## src/rtl/l0_skew_feeder.sv

```systemverilog
// West-edge feeder for the systolic MAC array: one FIFO lane per row, popped
// as a diagonal wavefront so lane k leaves k cycles after lane 0.
module l0_skew_feeder #(
   parameter int row   = 8,
   parameter int bw    = 4,
   parameter int depth = 16
) (
   input  logic                clk,
   input  logic                reset,
   input  logic [row*bw-1:0]   in,
   input  logic                wr,
   input  logic                rd,
   input  logic [1:0]          inst_in,
   output logic [row*bw-1:0]   out,
   output logic [row*2-1:0]    inst_out,
   output logic                full,
   output logic                ready,
   output logic                o_valid
);

   localparam int AW = $clog2(depth);
   typedef logic [AW:0] ptr_t;
   localparam ptr_t PTR_ONE = ptr_t'(1);

   // All lanes are written together, so one wide storage word per entry serves every lane.
   logic [row*bw-1:0]     mem_q [depth];
   ptr_t                  wr_ptr_q, wr_ptr_d;
   ptr_t                  rd_ptr_q [row];
   ptr_t                  rd_ptr_d [row];
   logic [row-2:0]        skew_req_q, skew_req_d;
   logic [(row-1)*2-1:0]  skew_inst_q, skew_inst_d;
   logic [row*bw-1:0]     out_q, out_d;
   logic [row*2-1:0]      inst_q, inst_d;
   logic [row-1:0]        valid_q, valid_d;

   logic [row-1:0]        req;
   logic [row*2-1:0]      inst_stage;
   logic [row-1:0]        lane_full;
   logic                  full_c;
   logic                  wr_en;
   logic                  pop;

   // NOTE: every signal written here gets a default before any branch, so no latch is inferred.
   always_comb begin
      req         = {skew_req_q, rd};
      inst_stage  = {skew_inst_q, inst_in};
      skew_req_d  = req[row-2:0];
      skew_inst_d = inst_stage[(row-1)*2-1:0];
      out_d       = '0;
      inst_d      = '0;
      valid_d     = '0;
      lane_full   = '0;
      pop         = 1'b0;

      for (int k = 0; k < row; k++) begin
         lane_full[k] = (rd_ptr_q[k][AW-1:0] == wr_ptr_q[AW-1:0]) &&
                        (rd_ptr_q[k][AW] != wr_ptr_q[AW]);
      end
      full_c = |lane_full;
      wr_en  = wr && !full_c;

      wr_ptr_d = wr_en ? wr_ptr_q + PTR_ONE : wr_ptr_q;

      // Emptiness uses registered pointers only: a word written on this edge pops no earlier than the next.
      for (int k = 0; k < row; k++) begin
         pop         = req[k] && (rd_ptr_q[k] != wr_ptr_q);
         rd_ptr_d[k] = pop ? rd_ptr_q[k] + PTR_ONE : rd_ptr_q[k];
         if (pop) begin
            out_d[k*bw +: bw] = mem_q[rd_ptr_q[k][AW-1:0]][k*bw +: bw];
            inst_d[k*2 +: 2]  = inst_stage[k*2 +: 2];
            valid_d[k]        = 1'b1;
         end
      end
   end

   // NOTE: storage is not reset; the pointers alone define which entries are live.
   always_ff @(posedge clk) begin
      if (wr_en) begin
         mem_q[wr_ptr_q[AW-1:0]] <= in;
      end
   end

   // NOTE: sequential state uses non-blocking assignments so every register sees pre-edge values.
   always_ff @(posedge clk) begin
      if (reset) begin
         wr_ptr_q    <= '0;
         skew_req_q  <= '0;
         skew_inst_q <= '0;
         out_q       <= '0;
         inst_q      <= '0;
         valid_q     <= '0;
         for (int k = 0; k < row; k++) begin
            rd_ptr_q[k] <= '0;
         end
      end else begin
         wr_ptr_q    <= wr_ptr_d;
         skew_req_q  <= skew_req_d;
         skew_inst_q <= skew_inst_d;
         out_q       <= out_d;
         inst_q      <= inst_d;
         valid_q     <= valid_d;
         for (int k = 0; k < row; k++) begin
            rd_ptr_q[k] <= rd_ptr_d[k];
         end
      end
   end

   assign out      = out_q;
   assign inst_out = inst_q;
   assign o_valid  = |valid_q;
   assign full     = full_c;
   assign ready    = !full_c;

endmodule
```

## config.mk

```make
export PLATFORM = sky130hd
export DESIGN_NAME = l0_skew_feeder
export DESIGN_NICKNAME = d
export VERILOG_FILES = /design/src/rtl/l0_skew_feeder.sv
export SDC_FILE = /design/constraint.sdc
export NUM_CORES = 1
export LEC_CHECK = 0
export CORE_MARGIN = 2
export CORE_UTILIZATION = 65
export DETAILED_ROUTE_END_ITERATION = 8
export PLACE_DENSITY = 0.81
export SLEW_MARGIN = 40
export SYNTH_ARGS = -nofsm -noshare
export SYNTH_HDL_FRONTEND = slang
export SYNTH_SLANG_ARGS = --single-unit
```

## constraint.sdc

```tcl
create_clock -name clk -period 8.5 [get_ports clk]
set_input_delay 1.7 -clock clk [delete_from_list [all_inputs] [get_ports clk]]
set_output_delay 1.7 -clock clk [all_outputs]
set_load 0.02 [all_outputs]
```

==> impl_metrics.csv <==
group,metric,value,unit
finish,drive_gt1_share,23.6,%
placed_design,port_buffers,88,
setup_path,crit_fanout,13,
setup_path,worst-setup-path-type,"register to output pin",
synthesis,synth_cell_types,29,
clocking,htreeDepth,2,
setup_path,cp-end-kind,"output pin",
min_path,hold-path-cell-count,1,
timing,period_minus_slack,5.46,ns
setup_path,setup.worst_path.start_class,"register",
detailed_routing,routed-via-count,11600,
synthesis,synth.top_cells.by_area,"edfxtp_1 (64%), mux4_2 (15%), dfxtp_1 (10%)",
clocking,cts_buffers,58,
placed_design,dp_hpwl,29800,um
timing,worst_pin_slew,0.937,ns
finish,synthToLayoutAreaGrowth,15.4,%
timing,skew,0.0156,ns
die,start_util,65.6,%
clocking,clock-sinks,634,
timing,slew_headroom,37.4,%
detailed_routing,post_drt_wl_per_cell,28.5,um
grt,overflow,0,
synthesis,synth-async-reset-ratio,0,%
finish,n_antenna_cell,0,
die,die_w,196,um
synthesis,yosysTopAreaCell,"edfxtp_1",
synthesis,synth_top_area_share,64.3,%
timing,finalCritPeriodShare,64.3,%
min_path,min_from,"skew_inst_q[13]$_SDFF_PP0_",
clocking,path_clk_slew,0.06,ns
clocking,clock_latency,0.61,ns
synthesis,ys_ff_latch,634,
setup_path,cp.arrival,3.76,ns
clocking,clk_path_buf_depth,3,
detailed_routing,viasPerCell,6.41,
power,vdd_drop_max,0.213,mV
setup_path,rr_startpoint,"wr_ptr_q[0]$_SDFFE_PP0P_",
grt,grt_pass1_vias,12200,
timing,drv_slew,0,
die,die-area,38300,um2
detailed_routing,finalWirelength,51700,um
synthesis,synth_edf_count,512,
detailed_routing,drc_errors,0,
clocking,post_cts_resized,0,
synthesis,yosysMostFrequentCell,"edfxtp_1",
power,power.density,234,nW/um2
setup_path,crit_required,6.80,ns
timing,finalHoldViolCount,0,
synthesis,synth_ff_type,"edfxtp_1",
clocking,post_cts_buffers,0,
job,drv_cap,0,
die,rows,70,
finish,fin_nets,1346,
grt,grt_max_degree,71,
grt,grt_pass1_wl,77700,um
die,die_h,196,um
clocking,cts_root_buf,"clkbuf_16",
power,p_leak,9.14,nW
die,io_pins,89,
clocking,cts_tree,"done",
synthesis,synthTopCellsByCount,"edfxtp_1 (512), mux4_2 (160), dfxtp_1 (122), xor2_1 (64), nor2_1 (56)",
grt,antenna_found_initial,0,
synthesis,synth.net_count,1232,
setup_path,rr_endpoint,"mem_q[5][10]$_DFFE_PP_",
placed_design,dp.cells,1704,
synthesis,yosysWarnings,0,
grt,grt.total_usage,28.1,%
finish,fin_cells,1814,
outcome,outcome,"completed",
synthesis,seq_area_frac_synth,74.6,%
placed_design,place_congestion,0.760,
die,core_area,36400,um2
detailed_routing,antenna_left,0,
min_path,hold_end,"inst_out[15]$_SDFF_PP0_",
detailed_routing,drt_iter0_drc,1373,
min_path,hold_class,"register to register",
setup_path,r2r_cells,7,
timing,fmaxAchievable,183,MHz
placed_design,place_ws,3.61,ns
synthesis,avgSynthCellArea,20.2,um2
setup_path,r2r_setup_slack,4.40,ns
synthesis,synth_cells,1182,
detailed_routing,firstDrtPassIters,6,
timing,setup_viol_count_final,0,
clocking,hold_buffers,0,
synthesis,synth_area,23900,um2
timing,rsz0062_at_grt,"no",
timing,fin_ws,3.04,ns
timing,fin_setup_tns,0,ns
## metal layers
metal,routed length [um],part of all wire [%],global-route usage [%]
met1,20300,39,38.7
met2,26600,51,46.9
met3,3550,6.9,4.90
met4,1280,2.5,9.32
met5,0,0,0
## registers in the layout, summed over array words and instances, names as in the netlist
register / cells
mem_q: 512
rd_ptr_q: 40
out: 32
inst_out: 16
skew_inst_q: 14
valid_q: 8
skew_req_q: 7
wr_ptr_q: 5
## worst max-delay path, stage by stage, from the launching register on
cell	delay (ns)
dfxtp_1	0.85
xor2_1	0.22
nor4_1	0.75
a22o_1	0.34
nor3_1	0.09
and2_1	0.18
inv_1	0.12
clkdlybuf4s50_1	0.62
## metrics by stage
stage | hold slack (ns) | instance area, um2 | util [%] | power (mW)
finish | 0.439 | 27600 | 75.7 | 6.45
global route | 0.472 | 27600 | 75.7 | 6.61
CTS | 0.449 | 27600 | 75.6 | 6.48
detailed placement | 0.431 | 25500 | 70.1 | 3.80
global placement | 0.423 | 25300 | 69.4 | 3.78
floorplan | 0.406 | 23900 | - | 3.67
## report_power, final
group / switching (mW) / internal, mW
Clock: 1.12 / 1.59
Sequential: 0.0262 / 3.40
Combinational: 0.178 / 0.135
## cell families after synthesis
group	count (synthesis)	synth area share, %
mux	171	15.5
compound gates	14	0.456
flops	634	74.6
xor+xnor	81	2.97
buf+inv	74	1.56
simple gates	196	4.28
fa+ha+maj	12	0.628
## cell type report
class                           count  area, um2
Sequential cell                   634      17800
Fill cell                        1912       8870
Multi-Input combinational cell    474       5850
Clock buffer                       82       1720
Timing Repair Buffer              117       1230
Tap cell                          468        586
Clock inverter                     28        307
Inverter                           11       41.3
## cell usage in the layout (no fill, tap or decap), types with 23 or more instances in the layout
cell type and count:
clkdlybuf4s50_1 87, xor2_1 64, nor2b_1 23, nor2_1 45, dfxtp_1 111, nand2_1 28
and3_1 29, mux4_2 160, clkbuf_16 63, edfxtp_1 512
## how the worst max path moves through the flow
stage                             start                     end  slack, ns  cells after the start
4_1_cts        wr_ptr_q[0]$_SDFFE_PP0P_                    full       3.06                      7
5_1_grt        wr_ptr_q[0]$_SDFFE_PP0P_                    full       2.93                      7
2_1_floorplan                        wr   mem_q[3][0]$_DFFE_PP_       3.30                      5
6_report       wr_ptr_q[0]$_SDFFE_PP0P_                    full       3.04                      7
3_3_place_gp                         wr  mem_q[0][10]$_DFFE_PP_       3.46                      7
3_5_place_dp                         wr  mem_q[0][10]$_DFFE_PP_       3.61                      7
Note: power is estimated with default switching activity, not from simulation.
